**src/rtl/mem_read_arbiter_rr_pkg.sv**
```systemverilog
// Shared types and the cyclic round-robin pick for the memory read arbiter.
// Also supplies default bus widths when the build does not define them.
`ifndef ADDR_WIDTH
`define ADDR_WIDTH 32
`endif
`ifndef DATA_WIDTH
`define DATA_WIDTH 32
`endif

package mem_arb_pkg;

    localparam int MAX_READ_MASTERS = 16;

    typedef enum logic [1:0] {
        IDLE = 2'd0,
        ADDR = 2'd1,
        DATA = 2'd2
    } arb_state_t;

    // Returns the first requester strictly after ptr, wrapping at n; ptr itself is checked last.
    function automatic logic [3:0] rr_pick(input logic [MAX_READ_MASTERS-1:0] req,
                                           input logic [3:0] ptr,
                                           input int n);
        logic [3:0] pick;
        int         idx;
        pick = '0;
        for (int k = n; k >= 1; k--) begin
            idx = (int'(ptr) + k) % n;
            if (req[idx]) pick = 4'(idx);
        end
        return pick;
    endfunction

endpackage

```
**src/rtl/mem_read_arbiter_rr_rr_arbiter.sv**
```systemverilog
// Combinational cyclic-priority pick over N requesters, starting after i_ptr.
// Kept generic so a write-side arbiter can reuse it unchanged.
module rr_arbiter
    import mem_arb_pkg::*;
#(
    parameter int N  = 3,
    parameter int IW = (N > 1) ? $clog2(N) : 1
) (
    input  logic [N-1:0]  i_req,
    input  logic [IW-1:0] i_ptr,
    output logic [IW-1:0] o_idx,
    output logic          o_any
);

    logic [MAX_READ_MASTERS-1:0] w_req_ext;
    logic [3:0]                  w_pick;

    always_comb begin
        w_req_ext         = '0;
        w_req_ext[N-1:0]  = i_req;
        w_pick            = rr_pick(w_req_ext, 4'(i_ptr), N);
        o_idx             = IW'(w_pick);
        o_any             = |i_req;
    end

endmodule

```
**src/rtl/mem_read_arbiter_rr.sv**
```systemverilog
// N-master AXI read arbiter: one burst at a time, round-robin, ARID tagged with master index.
// Optional statistics counters are enabled with the macro MEM_RD_ARB_STATS_EN.
module mem_read_arbiter_rr
    import mem_arb_pkg::*;
#(
    parameter int READ_MASTERS = 3,
    parameter int ID_WIDTH     = 4,
    parameter int LEN_WIDTH    = 4
) (
    input  logic                                 clk,
    input  logic                                 rst_n,
    input  logic [READ_MASTERS-1:0]              m_arvalid,
    input  logic [READ_MASTERS*`ADDR_WIDTH-1:0]  m_araddr,
    input  logic [READ_MASTERS*LEN_WIDTH-1:0]    m_arlen,
    output logic [READ_MASTERS-1:0]              m_arready,
    output logic [READ_MASTERS-1:0]              m_rvalid,
    output logic [READ_MASTERS-1:0]              m_rlast,
    output logic [`DATA_WIDTH-1:0]               m_rdata,
    input  logic [READ_MASTERS-1:0]              m_rready,
    output logic                                 ARVALID,
    output logic [ID_WIDTH-1:0]                  ARID,
    output logic [LEN_WIDTH-1:0]                 ARLEN,
    output logic [`ADDR_WIDTH-1:0]               ARADDR,
    input  logic                                 ARREADY,
    input  logic                                 RVALID,
    input  logic                                 RLAST,
    input  logic [ID_WIDTH-1:0]                  RID,
    input  logic [`DATA_WIDTH-1:0]               RDATA,
    output logic                                 RREADY,
    output logic                                 err_len
`ifdef MEM_RD_ARB_STATS_EN
    ,
    output logic [READ_MASTERS*32-1:0]           stat_grants,
    output logic [READ_MASTERS*32-1:0]           stat_wait
`endif
);

    localparam int IW = (READ_MASTERS > 1) ? $clog2(READ_MASTERS) : 1;

    arb_state_t           r_state;
    arb_state_t           w_next;
    logic [IW-1:0]        r_grant;
    logic [IW-1:0]        r_ptr;
    logic [IW-1:0]        w_pick;
    logic                 w_any;
    logic [LEN_WIDTH-1:0] r_len;
    logic [LEN_WIDTH:0]   r_beat;
    logic                 r_err;
    logic                 w_arvalid;
    logic                 w_ar_hs;
    logic                 w_rready;
    logic                 w_r_beat;

    rr_arbiter #(
        .N  (READ_MASTERS),
        .IW (IW)
    ) u_rr (
        .i_req (m_arvalid),
        .i_ptr (r_ptr),
        .o_idx (w_pick),
        .o_any (w_any)
    );

    always_ff @(posedge clk or negedge rst_n) begin
        if (!rst_n) r_state <= IDLE;
        else        r_state <= w_next;
    end

    always_comb begin
        w_next    = r_state;
        ARVALID   = 1'b0;
        ARID      = '0;
        ARLEN     = '0;
        ARADDR    = '0;
        RREADY    = 1'b0;
        m_arready = '0;
        m_rvalid  = '0;
        m_rlast   = '0;
        w_arvalid = 1'b0;
        w_ar_hs   = 1'b0;
        w_rready  = 1'b0;
        w_r_beat  = 1'b0;
        unique case (r_state)
            IDLE: begin
                if (w_any) w_next = ADDR;
            end
            ADDR: begin
                w_arvalid          = m_arvalid[r_grant];
                ARVALID            = w_arvalid;
                ARID               = ID_WIDTH'(r_grant);
                ARLEN              = m_arlen[int'(r_grant)*LEN_WIDTH +: LEN_WIDTH];
                ARADDR             = m_araddr[int'(r_grant)*`ADDR_WIDTH +: `ADDR_WIDTH];
                m_arready[r_grant] = ARREADY;
                w_ar_hs            = w_arvalid && ARREADY;
                // A master withdrawing its request abandons the grant without moving the pointer.
                if (w_ar_hs)         w_next = DATA;
                else if (!w_arvalid) w_next = IDLE;
            end
            DATA: begin
                w_rready          = m_rready[r_grant];
                RREADY            = w_rready;
                m_rvalid[r_grant] = RVALID;
                m_rlast[r_grant]  = RLAST;
                w_r_beat          = RVALID && w_rready;
                if (w_r_beat && RLAST) w_next = IDLE;
            end
            default: w_next = IDLE;
        endcase
    end

    always_ff @(posedge clk or negedge rst_n) begin
        if (!rst_n) begin
            r_grant <= '0;
            r_ptr   <= IW'(READ_MASTERS - 1);
            r_len   <= '0;
            r_beat  <= '0;
            r_err   <= 1'b0;
        end else begin
            if (r_state == IDLE && w_any) begin
                r_grant <= w_pick;
                r_len   <= m_arlen[int'(w_pick)*LEN_WIDTH +: LEN_WIDTH];
            end
            if (w_ar_hs) r_beat <= '0;
            if (w_r_beat) begin
                r_beat <= r_beat + 1'b1;
                if (RLAST) r_ptr <= r_grant;
                if ((RLAST && (r_beat != {1'b0, r_len})) || (RID != ID_WIDTH'(r_grant)))
                    r_err <= 1'b1;
            end
        end
    end

    assign m_rdata = RDATA;
    assign err_len = r_err;

`ifdef MEM_RD_ARB_STATS_EN
    logic [31:0] r_stat_grants [READ_MASTERS];
    logic [31:0] r_stat_wait   [READ_MASTERS];

    always_ff @(posedge clk or negedge rst_n) begin
        if (!rst_n) begin
            for (int i = 0; i < READ_MASTERS; i++) begin
                r_stat_grants[i] <= '0;
                r_stat_wait[i]   <= '0;
            end
        end else begin
            for (int i = 0; i < READ_MASTERS; i++) begin
                if (w_r_beat && RLAST && (r_grant == IW'(i)) && (r_stat_grants[i] != '1))
                    r_stat_grants[i] <= r_stat_grants[i] + 32'd1;
                // Waiting means requesting while some other master (or nobody yet) holds the grant.
                if (m_arvalid[i] && !((r_state != IDLE) && (r_grant == IW'(i))) &&
                    (r_stat_wait[i] != '1))
                    r_stat_wait[i] <= r_stat_wait[i] + 32'd1;
            end
        end
    end

    always_comb begin
        stat_grants = '0;
        stat_wait   = '0;
        for (int i = 0; i < READ_MASTERS; i++) begin
            stat_grants[i*32 +: 32] = r_stat_grants[i];
            stat_wait[i*32 +: 32]   = r_stat_wait[i];
        end
    end
`endif

endmodule

```
**config.mk**
```make
export PLATFORM = sky130hd
export DESIGN_NAME = mem_read_arbiter_rr
export DESIGN_NICKNAME = d
export VERILOG_FILES = /design/src/rtl/mem_read_arbiter_rr_pkg.sv /design/src/rtl/mem_read_arbiter_rr_rr_arbiter.sv /design/src/rtl/mem_read_arbiter_rr.sv
export SDC_FILE = /design/constraint.sdc
export NUM_CORES = 1
export LEC_CHECK = 0
export ABC_CLOCK_PERIOD_IN_PS = 4790
export CORE_ASPECT_RATIO = 0.7
export CORE_UTILIZATION = 33
export DETAILED_ROUTE_END_ITERATION = 10
export PLACE_DENSITY = 0.88
export SLEW_MARGIN = 20
export SYNTH_ARGS = -nofsm -noshare
export SYNTH_HDL_FRONTEND = slang
export SYNTH_SLANG_ARGS = --single-unit
```
**constraint.sdc**
```tcl
create_clock -name clk -period 4.79 [get_ports clk]
set_clock_uncertainty 0.15 [all_clocks]
set_input_delay 0.7185 -clock clk [delete_from_list [all_inputs] [get_ports clk]]
set_output_delay 0.7185 -clock clk [all_outputs]
set_load 0.01 [all_outputs]
```
==> results by group, run 1 <==
Worst setup path
  • Buf/Inv on CP: 2
  • Peak fanout along the critical path: 29
  • Crit-path leading delay family: buffers and inverters
  • Start of the worst register-to-register path: r_grant[0]$_DFFE_PN0P_
  • Critical path startpoint category: flip-flop
  • Required time of the worst setup path: roughly 3.9 ns
  • Master of the slowest instance on the critical path: sky130_fd_sc_hd__dfrtp_2
  • Arrival time at the worst endpoint: about 2.8 ns
  • RR Endpoint: r_beat[2]$_DFFE_PN0P_
  • Depth of the worst register-to-register path: 7
  • Cells along the critical path: buf_4 > mux2i_1 > a2bb2oi_1 > nor3b_1 > clkdlybuf4s50_1
  • Kind of end point of the critical path: output pin
  • Worst setup path category: flip-flop to output pin
  • R2R Setup Slk: ~1.9 ns
  • CP peak stage delay: 0.91 ns

STA
  • Setup Viol. Count Final: 0
  • Post-route fraction of the period consumed by the critical path: 0.7593
  • Worst relative slew slack: 0.4354
  • Setup TNS: 0 ns
  • Setup repair after global routing missed its margin: false
  • Shortest clock period the worst path allows after layout: between 3 and 4 ns
  • Actual transition at the worst max-transition pin: around 0.85 ns
  • Final hold violation count: 0
  • Final Max Slew Viols: 0
  • Fmax achieved: 0.2749 GHz

Placement
  • Final HPWL DP: between 7000 and 8000 um
  • Placer congestion estimate: 0.8786
  • PortBufs: about 170

Routing
  • Via count of the routed design: approximately 2.9k
  • Routed wire per std cell: between 15 and 20 um
  • Via density per instance: between 5 and 6
  • Number of DRC violations after detailed routing: 0
  • Drt total wl: roughly 10000 um
  • Pre-antenna DRT Iters: 5
  • Antenna-violating nets left: 0
  • Drt initial violations: between 150 and 200

Synth
  • Total standard cell area after synthesis: about 0.0025 mm^2
  • Main flop type after synthesis: sky130_fd_sc_hd__dfrtp_1
  • Synth area leader: sky130_fd_sc_hd__mux2i_1
  • Cell count after synthesis: between 300 and 400
  • Share of synthesized registers carrying an async set or reset: 1.000
  • Most frequent cells after synthesis: sky130_fd_sc_hd__nor2_1, sky130_fd_sc_hd__mux2i_1, sky130_fd_sc_hd__a21oi_1
  • Yosys top cell area share: 0.1732
  • Mean Syn Cell Area: about 7.3 um^2
  • Number of warnings issued by yosys: 0
  • Sequential share of the synthesized area: 0.1616
  • Most common cell in the netlist: sky130_fd_sc_hd__nor2_1
  • Count of distinct cell types in the synthesized netlist: 47
  • Synthesis-stage register bit count: 16
  • Count of flip-flops with a built-in enable after synthesis: 0
  • Leading post-synthesis cells by cell area: sky130_fd_sc_hd__mux2i_1, sky130_fd_sc_hd__dfrtp_1, sky130_fd_sc_hd__nor2_1

Floorplanning
  • Die height: roughly 75 um
  • Total die area: 0.007886 mm^2
  • Chip width: 105.7 um
  • Initial standard-cell utilization of the core: 0.3410
  • Rows: 26
  • Top-level port count: approximately 240
  • Area of the core region: approximately 0.0073 mm^2

CTS
  • Number of clock sinks: 16
  • Post CTS Setup Buffer Count: 0
  • Clock network latency to the later pin of the worst-skew pair: 0.26 ns
  • Bufs on Longest Clock Path: 2
  • TritonCTS clock tree: done
  • Cts-stage hold buffer count: 0
  • Root buffer cell: sky130_fd_sc_hd__clkbuf_8
  • H-tree levels: 1
  • Number of cells upsized or downsized after cts: 0
  • Number of buffers inserted during clock tree synthesis: 3
  • Clock slew at reported path FFs: 0.07 ns

Global route
  • Pin count of the biggest net entering global routing: 48
  • Overall routing resource usage: 0.2271
  • Initial antenna violation count: 0
  • Total congestion overflow: 0
  • Wire length of the first global-routing pass: 13620 um
  • Vias in the first global route: about 2.6k

Finish
  • Share of layout cells above drive strength 1: 0.05532
  • Fillcell total: between 600 and 700
  • Total area of multi-input combinational cells: between 0.0015 and 0.002 mm^2
  • Register area: ~400 um^2
  • Nets: around 640
  • # diodes: 0
  • Core utilization of the finished layout: 0.5618
  • Layout Area Growth over Synthesis: 64.75%

Power and ir drop
  • Static power due to leakage: between 1.5 and 2 nW
  • Maximum VDD drop: around 280 uV
  • Total power divided by cell area: 476.4 mW/mm^2

Hold path
  • Worst hold path class: flip-flop to flip-flop
  • Critical hold path startpoint: err_len$_DFFE_PN0P_
  • Number of cells on the worst hold path: 1
  • Hold Path Sink: err_len$_DFFE_PN0P_

Flow run
  • Count of maximum capacitance violations: 0

Run status
  • Result of the run: finished clean
[sequential cells by signal, indices dropped and copies added, names as in the netlist]
| register | flops |
|---|---|
| r_ptr | 2 |
| r_beat | 5 |
| err_len | 1 |
| r_state | 2 |
| r_len | 4 |
| r_grant | 2 |
[final cells by class]
class                           instances  area share
Timing Repair Buffer                  177      0.4297
Multi-Input combinational cell        265      0.4211
Sequential cell                        16     0.09841
Tap cell                               98     0.02995
Clock buffer                            4     0.01345
Inverter                                8    0.007335
[worst register-to-register path, stage by stage (launching register included)]
cell                        delay [ns]
sky130_fd_sc_hd__dfrtp_2          0.91
sky130_fd_sc_hd__buf_4            0.44
sky130_fd_sc_hd__mux2i_1          0.26
sky130_fd_sc_hd__a2bb2oi_1        0.32
sky130_fd_sc_hd__nor2_1           0.19
sky130_fd_sc_hd__nor2_1           0.31
sky130_fd_sc_hd__o21ai_0          0.13
sky130_fd_sc_hd__o21ai_0          0.10
[worst max path at each step]
stage	end	cells past startpoint	start	slack (ns)
2_1_floorplan	r_len[2]$_DFFE_PN0P_	8	r_ptr[1]$_DFFE_PN1P_	2.25
3_3_place_gp	ARVALID	6	m_arvalid[1]	1.46
3_5_place_dp	RREADY	5	r_grant[0]$_DFFE_PN0P_	1.44
4_1_cts	RREADY	5	r_grant[0]$_DFFE_PN0P_	1.13
5_1_grt	RREADY	5	r_grant[0]$_DFFE_PN0P_	0.98
6_report	RREADY	5	r_grant[0]$_DFFE_PN0P_	1.15
[per-layer routing]
layer	vias up	routed length, um	share of wire	track usage
met5	-	0	0	0
met2	159	4786	0.49	0.4016
li1	1382	-	-	-
met1	1347	3991	0.41	0.2740
met4	0	165	0.017	0.06019
met3	10	868	0.088	0.06661
[per-stage QoR]
| step | area, um^2 | setup slack, ns | cells | power, W | hold slack, ns |
|---|---|---|---|---|---|
| 5_1_grt | 4094 | 0.9815 | 568 | 0.002099 | 0.3428 |
| 2_1_floorplan | 2489 | 2.251 | 342 | 0.001229 | 0.2729 |
| 6_report | 4094 | 1.153 | 568 | 0.001950 | 0.3175 |
| 4_1_cts | 4094 | 1.132 | 568 | 0.001944 | 0.3169 |
| 3_5_place_dp | 4039 | 1.444 | 564 | 0.001818 | 0.3026 |
| 3_3_place_gp | 4039 | 1.462 | 564 | 0.001773 | 0.3008 |
[report_power, final]
| part | internal (W) | switching (W) | total (W) | leakage (nW) |
|---|---|---|---|---|
| registers | 0.000186 | 0.000101 | 0.000287 | 0.202 |
| logic | 0.000774 | 0.000767 | 0.00154 | 1.42 |
| clock network | 0.0000731 | 0.0000489 | 0.000122 | 0.0288 |
| total | 0.00103 | 0.000918 | 0.00195 | 1.65 |
[logic make-up (layout without fill, tap and decap cells)]
family          after synthesis  in the layout  synth area share
other cells                   1              2          0.001509
xor+xnor                      8              8           0.02820
flops                        16             16            0.1616
buf+inv                      61            189            0.1470
simple gates                130            130            0.2291
fa+ha+maj                    10             10           0.05035
compound gates               66             66            0.1777
mux                          49             49            0.2044
[placed cells by master (no fill, tap or decap), types with 2 or more instances in the layout]
| cell type | n |
|---|---|
| sky130_fd_sc_hd__nor2_1 | 82 |
| sky130_fd_sc_hd__dfrtp_1 | 14 |
| sky130_fd_sc_hd__a22o_1 | 3 |
| sky130_fd_sc_hd__mux2_2 | 3 |
| sky130_fd_sc_hd__mux2i_1 | 43 |
| sky130_fd_sc_hd__and2_1 | 3 |
| sky130_fd_sc_hd__clkbuf_8 | 4 |
| sky130_fd_sc_hd__a21o_1 | 2 |
| sky130_fd_sc_hd__conb_1 | 2 |
| sky130_fd_sc_hd__nand2_1 | 13 |
| sky130_fd_sc_hd__xnor2_1 | 5 |
| sky130_fd_sc_hd__nor3_1 | 8 |
| sky130_fd_sc_hd__o21ai_0 | 5 |
| sky130_fd_sc_hd__nand3_1 | 6 |
| sky130_fd_sc_hd__mux2_4 | 2 |
| sky130_fd_sc_hd__a2bb2oi_1 | 4 |
| sky130_fd_sc_hd__clkdlybuf4s50_1 | 172 |
| sky130_fd_sc_hd__ha_1 | 10 |
| sky130_fd_sc_hd__nand2b_1 | 4 |
| sky130_fd_sc_hd__o21ai_1 | 4 |
| sky130_fd_sc_hd__xor2_1 | 3 |
| sky130_fd_sc_hd__inv_1 | 8 |
| sky130_fd_sc_hd__nor2b_1 | 5 |
| sky130_fd_sc_hd__buf_4 | 5 |
| sky130_fd_sc_hd__a21oi_1 | 36 |
| sky130_fd_sc_hd__nand3b_1 | 2 |
Note: power is estimated with default switching activity, not from simulation.
==> run 2: changes to the inputs <==
ABC_CLOCK_PERIOD_IN_PS = 3600   (was 4790)
CORE_UTILIZATION = 31   (was 33)
PLACE_DENSITY = 0.83   (was 0.88)
clock period = 3.6 ns   (was 4.79 ns; I/O delays follow)
==> run 2 against run 1 <==
Compared with the run above:
- hold slack better by 0.012 ns
- combinational power is 37% higher
- critical endpoint is now ARVALID
- register-to-register slack worse by 1.0 ns
- non-clock buffer count is 2 higher
- first-iteration DRC count is 24% lower
- sequential cell count stayed put
- core utilization is 1.1 points lower
- cell count is 0.35% higher
- wire length is 7.6% lower
- highest routed layer unchanged
==> results by group, run 2 (synthesis results as in run 1) <==
Run status
  • Result of the run: finished clean

STA
  • Setup TNS: 0 ns
  • Actual transition at the worst max-transition pin: 0.7190 ns
  • Post-route fraction of the period consumed by the critical path: 0.8443
  • Final hold violation count: 0
  • Setup repair after global routing missed its margin: false
  • Setup Viol. Count Final: 0
  • Worst relative slew slack: 0.5192
  • Final Max Slew Viols: 0
  • Fmax achieved: approximately 0.33 GHz
  • Shortest clock period the worst path allows after layout: approximately 3.0 ns

Routing
  • Number of DRC violations after detailed routing: 0
  • Drt total wl: between 9000 and 10000 um
  • Drt initial violations: between 100 and 150
  • Via count of the routed design: ~2.8k
  • Pre-antenna DRT Iters: 4
  • Via density per instance: 4.958
  • Routed wire per std cell: around 16 um
  • Antenna-violating nets left: 0

Worst setup path
  • Kind of end point of the critical path: output pin
  • Required time of the worst setup path: about 2.9 ns
  • Worst setup path category: primary input to output pin
  • Most used cell along the critical path: sky130_fd_sc_hd__clkdlybuf4s50_1
  • Peak fanout along the critical path: 6
  • Buf/Inv on CP: 3
  • Master of the slowest instance on the critical path: sky130_fd_sc_hd__clkdlybuf4s50_1
  • Cells along the critical path: clkdlybuf4s50_1 > mux2i_1 > o2bb2ai_1 > nand2_1 > inv_1 > clkdlybuf4s50_1
  • Arrival time at the worst endpoint: about 2.4 ns
  • Crit-path leading delay family: buffers and inverters
  • Critical path startpoint category: primary input
  • CP peak stage delay: about 0.57 ns

Placement
  • Instance count after placement with tap cells included: between 500 and 600
  • Placer congestion estimate: 0.8421
  • Placement Cell Area: a little over 0.004 mm^2
  • Final HPWL DP: 7324 um
  • PortBufs: roughly 170

CTS
  • Root buffer cell: sky130_fd_sc_hd__clkbuf_16
  • Number of buffers inserted during clock tree synthesis: 3
  • H-tree levels: 1
  • Clock network latency to the later pin of the worst-skew pair: around 0.25 ns
  • Bufs on Longest Clock Path: 2
  • Clock slew at reported path FFs: approximately 0.050 ns
  • Number of clock sinks: 16
  • TritonCTS clock tree: done
  • Cts-stage hold buffer count: 0
  • Post CTS Setup Buffer Count: 0
  • Number of cells upsized or downsized after cts: 0

Finish
  • Finished Cell Area: ~0.0041 mm^2
  • Flip-flop count of the largest register after layout: 5
  • Layout Area Growth over Synthesis: 66.72%
  • Share of layout cells above drive strength 1: 0.05932
  • Regs by FF count: r_beat: 5 flops, r_len: 4 flops
  • Largest reg by FF count: r_beat
  • # diodes: 0
  • Nets: approximately 640
  • Most frequent standard cell in the layout excluding fill and tap cells: sky130_fd_sc_hd__clkdlybuf4s50_1
  • Commonest non-fill, non-tap cells in the layout: sky130_fd_sc_hd__clkdlybuf4s50_1, sky130_fd_sc_hd__nor2_1, sky130_fd_sc_hd__mux2i_1, sky130_fd_sc_hd__a21oi_1, sky130_fd_sc_hd__dfrtp_1
  • Filler-free cell count of the finished design: 570

Floorplanning
  • Area of the core region: around 0.0075 mm^2
  • Die height: approximately 77 um
  • Total die area: between 0.008 and 0.009 mm^2
  • Chip width: about 110 um
  • Rows: 26
  • Initial standard-cell utilization of the core: 0.3307
  • Top-level port count: 239

Global route
  • Initial antenna violation count: 0
  • Pin count of the biggest net entering global routing: 48
  • Vias in the first global route: between 2k and 3k
  • Wire length of the first global-routing pass: approximately 14000 um
  • Total congestion overflow: 0
  • Overall routing resource usage: 0.2095

Flow run
  • Count of maximum capacitance violations: 0

Power and ir drop
  • Static power due to leakage: between 1.5 and 2 nW
  • Maximum VDD drop: just under 400 uV
  • Total power divided by cell area: 644.7 mW/mm^2

Hold path
  • Worst hold path class: flip-flop to flip-flop
## run 2: worst paths after layout
path,cells past startpoint,endpoint,start,slack (ns)
max reg2reg,8,r_len[2]$_DFFE_PN0P_,r_ptr[1]$_DFFE_PN1P_,0.85
min reg2reg,1,err_len$_DFFE_PN0P_,err_len$_DFFE_PN0P_,0.33
max in group asynchronous,1,r_grant[0]$_DFFE_PN0P_,rst_n,2.23
min in group asynchronous,1,r_grant[1]$_DFFE_PN0P_,rst_n,0.57
min,1,err_len$_DFFE_PN0P_,err_len$_DFFE_PN0P_,0.33
max,6,ARVALID,m_arvalid[1],0.56
## run 2: through the flow
step	utilization	total power, W	hold slack (ns)	worst slack, ns
floorplan	-	0.001635	0.09441	1.061
global placement	0.5395	0.002377	0.3060	0.6729
detailed placement	0.5395	0.002438	0.3242	0.6225
CTS	0.5513	0.002689	0.3354	0.6211
global route	0.5513	0.002892	0.3500	0.5119
finish	0.5513	0.002671	0.3298	0.5605
## run 2: worst register-to-register path, cell delays in order, from the launching register on
cell and delay [ns]:
sky130_fd_sc_hd__dfstp_2 0.59, sky130_fd_sc_hd__inv_1 0.12, sky130_fd_sc_hd__ha_1 0.36, sky130_fd_sc_hd__inv_1 0.14
sky130_fd_sc_hd__mux2_4 0.34, sky130_fd_sc_hd__a2111oi_4 0.37, sky130_fd_sc_hd__o32a_4 0.25, sky130_fd_sc_hd__mux2i_1 0.22
sky130_fd_sc_hd__o211ai_2 0.08
## run 2: power breakdown
group / switching [W] / internal [W]
logic: 0.00107 / 0.00104
registers: 0.0000683 / 0.000249
clock network: 0.0000716 / 0.000169
## run 2: metal layers
| metal | share of wire | global-route usage | vias up |
|---|---|---|---|
| met5 | 0 | 0 | - |
| met4 | 0.013 | 0.04324 | 0 |
| met3 | 0.099 | 0.06803 | 14 |
| met2 | 0.46 | 0.3503 | 132 |
| met1 | 0.43 | 0.2596 | 1292 |
| li1 | - | - | 1388 |
## run 2: area by class of cell
type                    instances  area, um^2
repair buffers                179        1774
fillers                       705        3372
clock buffers                   4       88.84
flip-flops and latches         16       402.9
well taps                      98       122.6
inverters                       8       30.03
multi-input cells             265        1724
